==> config.mk <==
export PLATFORM = sky130hd
export DESIGN_NAME = tero_meas_ctrl
export DESIGN_NICKNAME = d
export VERILOG_FILES = /design/src/rtl/tero_meas_ctrl.sv
export SDC_FILE = /design/constraint.sdc
export NUM_CORES = 1
export LEC_CHECK = 0
export ABC_CLOCK_PERIOD_IN_PS = 5100
export CAP_MARGIN = 20
export CORE_MARGIN = 5
export CORE_UTILIZATION = 50
export DETAILED_ROUTE_END_ITERATION = 7
export PLACE_DENSITY_LB_ADDON = 0.05
export SLEW_MARGIN = 20
export SYNTH_ARGS = -nofsm -noshare
export SYNTH_HDL_FRONTEND = slang
export SYNTH_SLANG_ARGS = --single-unit
==> constraint.sdc <==
create_clock -name clk -period 5.1 [get_ports clk]
set_input_delay 1.02 -clock clk [delete_from_list [all_inputs] [get_ports clk]]
set_output_delay 1.02 -clock clk [all_outputs]
set_load 0.02 [all_outputs]
==> src/rtl/tero_meas_ctrl.sv <==
// rtl/tero_meas_ctrl.sv - TERO scan sequencer: index handshake, settle, edge-count window, result handshake
module tero_meas_ctrl #(
  parameter int N_TERO_BITS   = 32,
  parameter int N_TERO        = 16,
  parameter int CNT_BITS      = 16,
  parameter int SETTLE_CYCLES = 16,
  parameter int WINDOW_CYCLES = 1024
) (
  input  logic                   clk,
  input  logic                   reset_n,
  input  logic                   start,
  input  logic                   abort,
  input  logic [N_TERO_BITS-1:0] tero_sel_idx,
  input  logic                   tero_out,
  output logic                   tero_en,
  output logic                   sel_reset,
  output logic                   sel_increment,
  output logic                   meas_valid,
  input  logic                   meas_ready,
  output logic [N_TERO_BITS-1:0] meas_idx,
  output logic [CNT_BITS-1:0]    meas_count,
  output logic                   meas_sat,
  output logic                   busy,
  output logic                   done
);

  localparam int TMAX = (SETTLE_CYCLES > WINDOW_CYCLES) ? SETTLE_CYCLES : WINDOW_CYCLES;
  localparam int TW   = $clog2(TMAX + 1);

  localparam logic [TW-1:0]          SETTLE_LAST = TW'(SETTLE_CYCLES - 1);
  localparam logic [TW-1:0]          WINDOW_LAST = TW'(WINDOW_CYCLES - 1);
  localparam logic [N_TERO_BITS-1:0] LAST_IDX    = N_TERO_BITS'(N_TERO - 1);
  localparam logic [CNT_BITS-1:0]    CNT_MAX     = {CNT_BITS{1'b1}};

  typedef enum logic [2:0] {
    S_IDLE    = 3'd0,
    S_INIT    = 3'd1,
    S_SETTLE  = 3'd2,
    S_MEASURE = 3'd3,
    S_REPORT  = 3'd4,
    S_ADVANCE = 3'd5,
    S_DONE    = 3'd6
  } state_t;

  state_t                   state_q, state_d;
  logic [TW-1:0]            timer_q, timer_d;
  logic                     sync1_q, sync2_q, edge_q;
  logic                     rise;
  logic [CNT_BITS-1:0]      edge_cnt_q, edge_cnt_d;
  logic                     edge_sat_q, edge_sat_d;

  logic                     tero_en_q, sel_reset_q, sel_increment_q;
  logic                     meas_valid_q, busy_q, done_q, meas_sat_q;
  logic [N_TERO_BITS-1:0]   meas_idx_q;
  logic [CNT_BITS-1:0]      meas_count_q;

  // tero_out is asynchronous; the third flop only remembers the previous synced level
  assign rise = sync2_q & ~edge_q;

  always_comb begin
    state_d = state_q;
    if (abort && (state_q != S_IDLE)) begin
      state_d = S_IDLE;
    end else begin
      unique case (state_q)
        S_IDLE:    if (start) state_d = S_INIT;
        S_INIT:    state_d = S_SETTLE;
        S_SETTLE:  if (timer_q == SETTLE_LAST) state_d = S_MEASURE;
        S_MEASURE: if (timer_q == WINDOW_LAST) state_d = S_REPORT;
        S_REPORT:  if (meas_ready) state_d = (meas_idx_q == LAST_IDX) ? S_DONE : S_ADVANCE;
        S_ADVANCE: state_d = S_SETTLE;
        S_DONE:    state_d = S_IDLE;
        default:   state_d = S_IDLE;
      endcase
    end
  end

  // Timer restarts at every state change, so SETTLE and MEASURE each run from zero
  always_comb begin
    timer_d = (state_d != state_q) ? '0 : timer_q + 1'b1;
  end

  always_comb begin
    edge_cnt_d = edge_cnt_q;
    edge_sat_d = edge_sat_q;
    if (state_q == S_SETTLE) begin
      edge_cnt_d = '0;
      edge_sat_d = 1'b0;
    end else if ((state_q == S_MEASURE) && rise) begin
      if (edge_cnt_q == CNT_MAX) begin
        edge_sat_d = 1'b1;
      end else begin
        edge_cnt_d = edge_cnt_q + 1'b1;
      end
    end
  end

  always_ff @(posedge clk or negedge reset_n) begin
    if (!reset_n) begin
      sync1_q <= 1'b0;
      sync2_q <= 1'b0;
      edge_q  <= 1'b0;
    end else begin
      sync1_q <= tero_out;
      sync2_q <= sync1_q;
      edge_q  <= sync2_q;
    end
  end

  // Outputs are registered from the next state so they line up with state_q
  always_ff @(posedge clk or negedge reset_n) begin
    if (!reset_n) begin
      state_q         <= S_IDLE;
      timer_q         <= '0;
      edge_cnt_q      <= '0;
      edge_sat_q      <= 1'b0;
      tero_en_q       <= 1'b0;
      sel_reset_q     <= 1'b0;
      sel_increment_q <= 1'b0;
      meas_valid_q    <= 1'b0;
      busy_q          <= 1'b0;
      done_q          <= 1'b0;
      meas_idx_q      <= '0;
      meas_count_q    <= '0;
      meas_sat_q      <= 1'b0;
    end else begin
      state_q         <= state_d;
      timer_q         <= timer_d;
      edge_cnt_q      <= edge_cnt_d;
      edge_sat_q      <= edge_sat_d;
      tero_en_q       <= (state_d == S_SETTLE) || (state_d == S_MEASURE);
      sel_reset_q     <= (state_d == S_INIT);
      sel_increment_q <= (state_d == S_ADVANCE);
      meas_valid_q    <= (state_d == S_REPORT);
      busy_q          <= (state_d != S_IDLE);
      done_q          <= (state_d == S_DONE);
      if ((state_q == S_SETTLE) && (state_d == S_MEASURE)) begin
        meas_idx_q <= tero_sel_idx;
      end
      // Result includes a rise seen on the final window cycle
      if ((state_q == S_MEASURE) && (state_d == S_REPORT)) begin
        meas_count_q <= edge_cnt_d;
        meas_sat_q   <= edge_sat_d;
      end
    end
  end

  assign tero_en       = tero_en_q;
  assign sel_reset     = sel_reset_q;
  assign sel_increment = sel_increment_q;
  assign meas_valid    = meas_valid_q;
  assign busy          = busy_q;
  assign done          = done_q;
  assign meas_idx      = meas_idx_q;
  assign meas_count    = meas_count_q;
  assign meas_sat      = meas_sat_q;

endmodule

==> run summary, run 1 <==
Hold Vio Cnt, Final = 0
Final Wtd Congestion = 0.800
PwrDens = 477 nW/um^2
Remaining DRCs = 0
Setup Fix Bufs, Post-CTS = 0
Die H = 100 microns
Layout Cell Area excl Fill = 5200 sq um
Clk slew on worst S/H paths = 0.08 ns
Die width = 100 microns
Critical Path AT = 3.46 ns
Routed WL per cell = 16.1 microns
ANT cells = 0
Final setup vio count = 0
Clock Sinks = 89
CP peak stage delay = 0.60 ns
Vias = 2,908
Starting Density = 0.505
Gr ovfl total = 0
Avg Synthesized Cell Area = 11.8 sq um
R2r startpoint = timer_q[0]
Minimum clock period after layout = 3.20 ns
Global Route Usage Sum = 0.184
WHS Endpoint = sync2_q
Max cap viols = 0
Syn nets = 384
CP Max Fanout = 11
Metal3 WL = 334 microns
Port buffer count = 92
Clock Skew = 0.00868 ns
Largest net degree at the start of global routing = 90
Post-synth top area share = 0.547
Most common cell after layout, fill and taps aside = clkdlybuf4s50_1
Synth area leader = dfrtp_1
Max H-tree Level = 3
Pwr Total = 2.48 mW
Clock latency at the later pin of the worst-skew pair = 0.35 ns
Most frequent cells in the layout = 91 x clkdlybuf4s50_1, 89 x dfrtp_1, 30 x mux2_4
R2r setup slk = 2.38 ns
Total CTS buffers = 9
Post-synthesis async set-or-reset flop share = 1.00
CP Class = in -> reg
Ports = 93
R2r worst-path depth = 6
Root Buffer = clkbuf_8
Worst-margin pin slew = 0.773 ns
CP max stage cell = or4b_2
#FFs+latches synth = 89
Pre-Repair DR Iteration Count = 4
Leak Pwr = 2.23 nW
Hold Buf Count CTS = 0
Warnings, synthesis = 0
Wire length on met2 = 4310 microns
Setup_tns = 0 ns
Tcrit/Tclk final = 0.627
Core region area = 8050 sq um
Number of synthesized flops with an enable pin = 0
Initial antenna violation count = 0
Die area = 10,000 sq um
Global-route wire length before repair = 14,700 microns
Hold path depth = 0
Number of global-route vias before repair = 2,905
Worst slew margin = 0.484
Post-Syn Instances = 344
Initial DRC count = 63
HPWL Detailed = 6160 microns
Ranking of synthesized cells by area = dfrtp_1 55%, mux2_4 11%, xnor2_1 3.0%, nand2_1 2.6%, nor2_1 2.3%
Number of routed nets with antenna violations = 0
Peak VDD IR = 0.338 mV
Hold slack = 0.352 ns
Worst hold path class = reg -> reg
Cell Area, Synth = 4070 sq um
Critical R2R Capture = meas_idx[3]
Worst setup EP type = flip-flop
Nets@finish = 472
Routed Wire Length = 8740 microns
Library cells used by synthesis = 49
Seq/Total Area, Yosys = 0.547
CTS tree = yes
Layout cells sized above 1 = 0.135
Vias per cell = 5.37
Metal-1 WL = 3960 microns
Fillers = 662
RSZ-0062 raised after global routing = false
Std-Cell Rows = 33
Critical Path Source Type = input pin
Synth-to-layout area growth = 27.9%
Top routing layer used = met4
Outcome = finished clean
Max clock buf depth = 2
Crit-path cells = clkdlybuf4s50_1 -> or4b_2 -> nor4_2 -> a311o_1 -> nand4_1 -> a21boi_0
Fin. max-slew vios = 0
Fmax = 312 MHz
Hold Startpoint = sync1_q
Placed Area = 5010 sq um
CP required = 5.36 ns
Post_cts resized = 0
Top_reg_cell synth = dfrtp_1
==> per-stage QoR <==
step | setup slack [ns] | utilization | cells
2_1_floorplan | 2.54 | - | 344
3_3_place_gp | 1.53 | 0.622 | 526
3_5_place_dp | 1.46 | 0.622 | 526
4_1_cts | 1.83 | 0.646 | 542
5_1_grt | 1.79 | 0.646 | 542
6_report | 1.90 | 0.646 | 542
==> registers in the layout, indices dropped and copies added (netlist names) <==
signal	count
meas_count	16
sync1_q	1
edge_cnt_q	16
sel_increment	1
edge_sat_q	1
sel_reset	1
state_q	3
sync2_q	1
tero_en	1
timer_q	11
edge_q	1
done	1
meas_sat	1
meas_idx	32
meas_valid	1
busy	1
==> where the power goes <==
| group | switching (mW) | internal, mW |
|---|---|---|
| Sequential | 0.135 | 0.873 |
| Clock | 0.242 | 0.226 |
| Combinational | 0.460 | 0.547 |
| Total | 0.837 | 1.65 |
==> synth_stat cells (all sizes together), types with 2 or more instances <==
library cell,number
a21oi,15
nor2,26
xnor2,14
or2,2
clkbuf,11
or3,2
nand2b,2
mux2i,4
a211oi,6
nor4b,3
nand4,12
ha,2
buf,6
and4,3
mux2,32
nand2,28
nand3b,2
o21ai,19
inv,8
nor4,6
nand3,8
xor2,6
nor2b,3
dfrtp,89
nor3b,5
or4,7
and3,2
nor3,7
o31ai,2
==> per-layer routing <==
layer  global-route usage  up-vias
li1                     -     1399
met1                0.251     1445
met2                0.297       54
met3               0.0334       10
met4               0.0653        0
met5                    0        -
==> cells by family after synthesis <==
group,share of synthesized area
AOI/OAI and AO/OA,0.0716
xor gates and xnor gates,0.0431
adders and majority gates,0.00615
buffers and inverters,0.0375
DFF,0.547
muxes,0.126
and+or+nand+nor,0.168
==> worst max-delay path by stage <==
| stage | startpoint | endpoint | slack (ns) | cells after the start |
|---|---|---|---|---|
| after detailed placement | abort | meas_idx[3] | 1.46 | 5 |
| after floorplan | meas_ready | timer_q[0] | 2.54 | 6 |
| after global placement | abort | meas_idx[3] | 1.53 | 5 |
| after CTS | abort | meas_idx[3] | 1.83 | 5 |
| final | meas_ready | timer_q[1] | 1.90 | 6 |
| after global routing | meas_ready | timer_q[1] | 1.79 | 6 |
==> worst max-delay path: cells and delay by family <==
kind,cells,cell delay [ns]
AOI/OAI and AO/OA,2,0.63
buffers and inverters,1,0.47
and+or+nand+nor,3,1.33
==> cell type report <==
| class | count | area [sq um] | share of cell area |
|---|---|---|---|
| Clock buffer | 11 | 131 | 0.0252 |
| Multi-Input combinational cell | 230 | 1690 | 0.325 |
| Inverter | 8 | 30.0 | 0.00577 |
| Tap cell | 105 | 131 | 0.0252 |
| Clock inverter | 5 | 56.3 | 0.0108 |
| Timing Repair Buffer | 94 | 937 | 0.180 |
| Sequential cell | 89 | 2230 | 0.428 |
No activity file was read; power rests on OpenSTA's default activity.
==> inputs of run 2 (changes only) <==
Settings changed: ABC_CLOCK_PERIOD_IN_PS 5100 to 3200.
Clock period 5.1 ns to 3.2 ns, I/O delays scaled along.
==> run 2 against run 1 <==
  * First-iteration DRC count increased by 11%
  * Core utilization rose by 0.67 points
  * Sequential power rose by 59%
  * Clock-buffer cell count up 3
  * Total power is 60% higher
  * Wire length is 1.4% lower
  * Critical path depth is 1 higher
  * Combinational power increased by 61%
  * Sequential share of layout area is 0.44 points lower
==> run summary, run 2 (synthesis results as in run 1) <==
Port buffer count = 92 (unchanged)
Critical Path AT = 2.76 ns (was 3.46 ns)
Nets@finish = 476 (was 472)
Crit-path cells = clkdlybuf4s50_1 -> or4b_2 -> nor4_2 -> a311o_1 -> nand4_1 -> buf_4 -> a21boi_0 (was clkdlybuf4s50_1 -> or4b_2 -> nor4_2 -> a311o_1 -> nand4_1 -> a21boi_0)
Root Buffer = clkbuf_8 (unchanged)
R2r worst-path depth = 7 (was 6)
Final Wtd Congestion = 0.815 (was 0.800)
Synth-to-layout area growth = 29.2% (was 27.9%)
Global-route wire length before repair = 14,600 microns (was 14,700 microns)
Remaining DRCs = 0 (unchanged)
Clock Sinks = 89 (unchanged)
Fillers = 634 (was 662)
CP Max Fanout = 11 (unchanged)
CP max stage cell = or4b_2 (unchanged)
CP required = 3.46 ns (was 5.36 ns)
Vias per cell = 5.25 (was 5.37)
Layout cells sized above 1 = 0.145 (was 0.135)
ANT cells = 0 (unchanged)
Routed WL per cell = 15.8 microns (was 16.1 microns)
Tcrit/Tclk final = 0.782
PwrDens = 756 nW/um^2 (was 477 nW/um^2)
Fmax = 400 MHz
Final setup vio count = 0 (unchanged)
HPWL Detailed = 6030 microns (was 6160 microns)
Gr ovfl total = 0 (unchanged)
Non-Filler Instances = 546 (was 542)
Ports = 93 (unchanged)
Critical Path Source Type = input pin (unchanged)
Most frequent cells in the layout = 91 x clkdlybuf4s50_1, 89 x dfrtp_1, 30 x mux2_4 (unchanged)
Max cap viols = 0 (unchanged)
Std-Cell Rows = 33 (unchanged)
RSZ-0062 raised after global routing = false (unchanged)
Peak VDD IR = 0.534 mV (was 0.338 mV)
Total CTS buffers = 9 (unchanged)
Outcome = finished clean (unchanged)
CP peak stage delay = 0.60 ns (about the same)
Max FFs per register = 32 (unchanged)
Clock Skew = 0.00735 ns (was 0.00868 ns)
Die area = 10,000 sq um (unchanged)
Max clock buf depth = 2 (unchanged)
Worst-margin pin slew = 0.730 ns (was 0.773 ns)
Die H = 100 microns (unchanged)
Reg area = 2230 sq um (unchanged)
Crit path max-delay family = simple AND/OR/NAND/NOR gates (unchanged)
Initial antenna violation count = 0 (unchanged)
Number of global-route vias before repair = 2,957 (was 2,905)
Pre-Repair DR Iteration Count = 4 (unchanged)
R2r setup slk = 0.72 ns (was 2.38 ns)
Placed cell count = 530 (was 526)
Die width = 100 microns (unchanged)
Setup_tns = 0 ns (unchanged)
Multi-input gate area = 1690 sq um (about the same)
Worst hold path class = in -> async (was reg -> reg)
Pwr Total = 3.98 mW (was 2.48 mW)
Worst setup EP type = flip-flop (unchanged)
Leak Pwr = 2.27 nW (was 2.23 nW)
Hold Vio Cnt, Final = 0 (unchanged)
Hold slack = 0.291 ns (was 0.352 ns)
Core region area = 8050 sq um (unchanged)
Post_cts resized = 0 (unchanged)
WP buf/inv = 2 (was 1)
Worst slew margin = 0.509 (was 0.484)
Hold Buf Count CTS = 0 (unchanged)
Clk slew on worst S/H paths = 0.08 ns (about the same)
Setup Fix Bufs, Post-CTS = 0 (unchanged)
Max H-tree Level = 3 (unchanged)
Fin. max-slew vios = 0 (unchanged)
Vias = 2,867 (was 2,908)
Starting Density = 0.505 (unchanged)
Global Route Usage Sum = 0.182 (was 0.184)
CTS tree = yes (unchanged)
Most common cell after layout, fill and taps aside = clkdlybuf4s50_1 (unchanged)
CP Class = in -> reg (unchanged)
Initial DRC count = 70 (was 63)
Minimum clock period after layout = 2.50 ns
Number of routed nets with antenna violations = 0 (unchanged)
Routed Wire Length = 8610 microns (was 8740 microns)
Clock latency at the later pin of the worst-skew pair = 0.34 ns (was 0.35 ns)
Largest net degree at the start of global routing = 90 (unchanged)
Critical path depth = 7 (was 6)
run 2: changes by cell type in the layout (fill, tap and decap cells not counted), sizes merged:
cell / delta
clkinv: -1
buf: +4
clkbuf: +3
clkinvlp: -1
bufinv: -1
run 2: where the power goes:
group | internal (mW) | total, mW | leakage [nW] | switching (mW)
combinational | 0.898 | 1.63 | 1.03 | 0.736
clock | 0.366 | 0.735 | 0.102 | 0.369
sequential | 1.39 | 1.61 | 1.14 | 0.216
total | 2.66 | 3.98 | 2.27 | 1.32
run 2: through the flow:
step | setup slack [ns] | utilization | cell area (sq um)
global placement | 0.348 | 0.629 | 5070
CTS | 0.690 | 0.653 | 5260
floorplan | 0.948 | - | 4070
finish | 0.699 | 0.653 | 5260
global route | 0.574 | 0.653 | 5260
detailed placement | 0.318 | 0.629 | 5070
run 2: metal layers:
| metal | share of wire | global-route usage | routed length (microns) |
|---|---|---|---|
| met1 | 0.46 | 0.241 | 4000 |
| met2 | 0.49 | 0.294 | 4180 |
| met3 | 0.040 | 0.0452 | 342 |
| met4 | 0.0099 | 0.0591 | 85 |
| met5 | 0 | 0 | 0 |
run 2: cell type report:
cell class,instances,area share
multi-input cells,230,0.321
flip-flops and latches,89,0.424
clock inverters,2,0.00190
repair buffers,98,0.188
well taps,105,0.0250
clock buffers,14,0.0347
inverters,8,0.00571
run 2: final timing paths:
path,startpoint,to
setup / recovery,meas_ready,timer_q[1]
hold / removal,reset_n,meas_idx[19]
setup reg to reg,timer_q[0],meas_idx[29]
hold reg to reg,sync1_q,sync2_q
max in group asynchronous,reset_n,meas_idx[31]
min in group clk,sync1_q,sync2_q
run 2: worst register-to-register path, delay by kind of cell, from the launching register on:
family                   cells  cell delay, ns
AND/OR/NAND/NOR              2            0.76
flip-flops                   1            0.41
AO/OA/AOI/OAI                2            0.40
multiplexers                 1            0.34
adder cells (fa/ha/maj)      1            0.25
buffers and inverters        1            0.21
==> inputs of run 3 (changes only) <==
Settings changed: ABC_CLOCK_PERIOD_IN_PS 3200 to 2050, CORE_UTILIZATION 50 to 45.
Clock period 3.2 ns to 2.05 ns, I/O delays scaled along.
==> run 3 against run 2 <==
  * Worst hold slack worse by 0.22 ns
  * Sequential cell count stayed put
  * Register-to-register slack worse by 0.88 ns
  * The flow now finishes with violations (setup timing)
  * Final cell count is 12% higher
  * Worst setup slack worse by 0.86 ns
  * Core utilization is 3.3 points higher
  * Critical path type is now reg -> reg
  * Critical path depth is 1 lower
  * Clock power is 55% higher
  * Sequential share of layout area is 5.3 points lower
==> run summary, run 3 (synthesis results as in run 1) <==
Clock Sinks = 89 (unchanged)
Final WS setup = -0.163 ns (was 0.699 ns)
Hold Buf Count CTS = 0 (unchanged)
Port buffer count = 92 (unchanged)
Hold slack = 0.0665 ns (was 0.291 ns)
Number of routed nets with antenna violations = 0 (unchanged)
ANT cells = 0 (unchanged)
Dpl ws = -0.481 ns (was 0.318 ns)
Vias = 3,192 (was 2,867)
Vias per cell = 5.22 (was 5.25)
Worst-margin pin slew = 0.549 ns (was 0.730 ns)
Hold Vio Cnt, Final = 0 (unchanged)
Clock latency at the later pin of the worst-skew pair = 0.36 ns (was 0.34 ns)
Pre-Repair DR Iteration Count = 5 (was 4)
Critical Path AT = 2.45 ns (was 2.76 ns)
CP Max Fanout = 16 (was 11)
Synth-to-layout area growth = 47.9% (was 29.2%)
Placed cell count = 591 (was 530)
Die area = 11,000 sq um (was 10,000 sq um)
Routed Wire Length = 9950 microns (was 8610 microns)
Layout cells sized above 1 = 0.335 (was 0.145)
Starting Density = 0.464 (was 0.505)
HPWL Detailed = 6970 microns (was 6030 microns)
Number of global-route vias before repair = 3,331 (was 2,957)
Clock Skew = 0.0124 ns (was 0.00735 ns)
Worst slew margin = 0.629 (was 0.509)
Failing checks = setup timing
Final Wtd Congestion = 0.798 (was 0.815)
Total CTS buffers = 9 (unchanged)
Nets@finish = 539 (was 476)
Routed WL per cell = 16.3 microns (was 15.8 microns)
Final setup vio count = 44 (was 0)
Most common cell after layout, fill and taps aside = clkdlybuf4s50_1 (unchanged)
Fin. max-slew vios = 0 (unchanged)
Minimum clock period after layout = 2.21 ns
Clk slew on worst S/H paths = 0.10 ns (was 0.08 ns)
Leak Pwr = 2.63 nW (was 2.27 nW)
CP Class = reg -> reg (was in -> reg)
Outcome = complete, but fails checks (was finished clean)
Max FFs per register = 32 (unchanged)
Global-route wire length before repair = 16,500 microns (was 14,600 microns)
Non-Filler Instances = 612 (was 546)
RSZ-0062 raised after global routing = true (was false)
Peak VDD IR = 0.743 mV (was 0.534 mV)
CTS tree = yes (unchanged)
Initial DRC count = 83 (was 70)
Root Buffer = clkbuf_8 (unchanged)
Remaining DRCs = 0 (unchanged)
Gr ovfl total = 0 (unchanged)
Worst hold path class = in -> async (unchanged)
Max clock buf depth = 2 (unchanged)
Fmax = 452 MHz
Critical Path Source Type = flip-flop (was input pin)
Max cap viols = 0 (unchanged)
Die width = 105 microns (was 100 microns)
Crit path launch = state_q[1] (was meas_ready)
Max H-tree Level = 3 (unchanged)
Die H = 105 microns (was 100 microns)
Tcrit/Tclk final = 1.08
Most frequent cells in the layout = 90 x clkdlybuf4s50_1, 89 x dfrtp_1, 64 x buf_4 (was 91 x clkdlybuf4s50_1, 89 x dfrtp_1, 30 x mux2_4)
Std-Cell Rows = 34 (was 33)
Initial antenna violation count = 0 (unchanged)
Global Route Usage Sum = 0.184 (was 0.182)
Ports = 93 (unchanged)
Worst setup EP type = flip-flop (unchanged)
PwrDens = 1150 nW/um^2 (was 756 nW/um^2)
Largest net degree at the start of global routing = 90 (unchanged)
CP required = 2.29 ns (was 3.46 ns)
R2r startpoint = state_q[1] (was timer_q[0])
Core region area = 8760 sq um (was 8050 sq um)
[run 3: changes by cell type in the layout (fill, tap and decap cells not counted), moves of 4 or more]
cell | previous run | this run
a211oi_1 | 6 | 2
a211oi_2 | 0 | 4
a21oi_1 | 15 | 3
a21oi_2 | 0 | 11
buf_4 | 5 | 64
nor3_1 | 7 | 3
[run 3: routing by layer]
metal	GRT usage	routed length, microns
met1	0.238	4380
met2	0.317	5120
met3	0.0432	394
met4	0.0347	54
met5	0	0
[run 3: area by class of cell]
cell class / count / area, sq um
fillers: 673 / 2750
flip-flops and latches: 89 / 2230
multi-input cells: 230 / 1950
repair buffers: 161 / 1490
clock buffers: 10 / 138
inverters: 8 / 30.0
well taps: 108 / 135
clock inverters: 6 / 50.0
[run 3: metrics by stage]
stage | TNS, ns | util | instance area, sq um | power, mW
finish | -5.31 | 0.687 | 6020 | 6.92
global route | -8.27 | 0.687 | 6020 | 7.31
CTS | -5.83 | 0.667 | 5850 | 6.91
detailed placement | -21.86 | 0.632 | 5540 | 5.54
global placement | -18.58 | 0.632 | 5540 | 5.49
floorplan | -3.33 | - | 4100 | 4.08
[run 3: path summary, 6_finish.rpt]
kind,depth (start not counted),slack (ns),end
min in group clk,0,0.36,sync2_q
min,2,0.07,meas_idx[18]
max reg2reg,6,-0.16,meas_idx[30]
min reg2reg,0,0.36,sync2_q
max in group asynchronous,2,1.61,timer_q[9]
max,6,-0.16,meas_idx[30]
[run 3: critical path, stage by stage (launching register included)]
cell	delay (ns)
dfrtp_1	0.40
buf_4	0.13
nor4b_1	0.51
a211oi_2	0.09
or3b_4	0.46
buf_12	0.19
mux2_4	0.30
[run 3: where the power goes]
part | switching, mW | internal, mW | leakage, nW
registers | 0.312 | 2.17 | 1.14
logic | 1.43 | 1.86 | 1.40
clock network | 0.657 | 0.487 | 0.0895
[run 3: repair_timing]
action                     in CTS  in global routing
pin swaps                      18                 14
hold endpoints to repair        0                  0
cloned                          2                  0
setup endpoints to repair      48                 74
setup buffers                   0                  3
gates resized for setup        25                 30
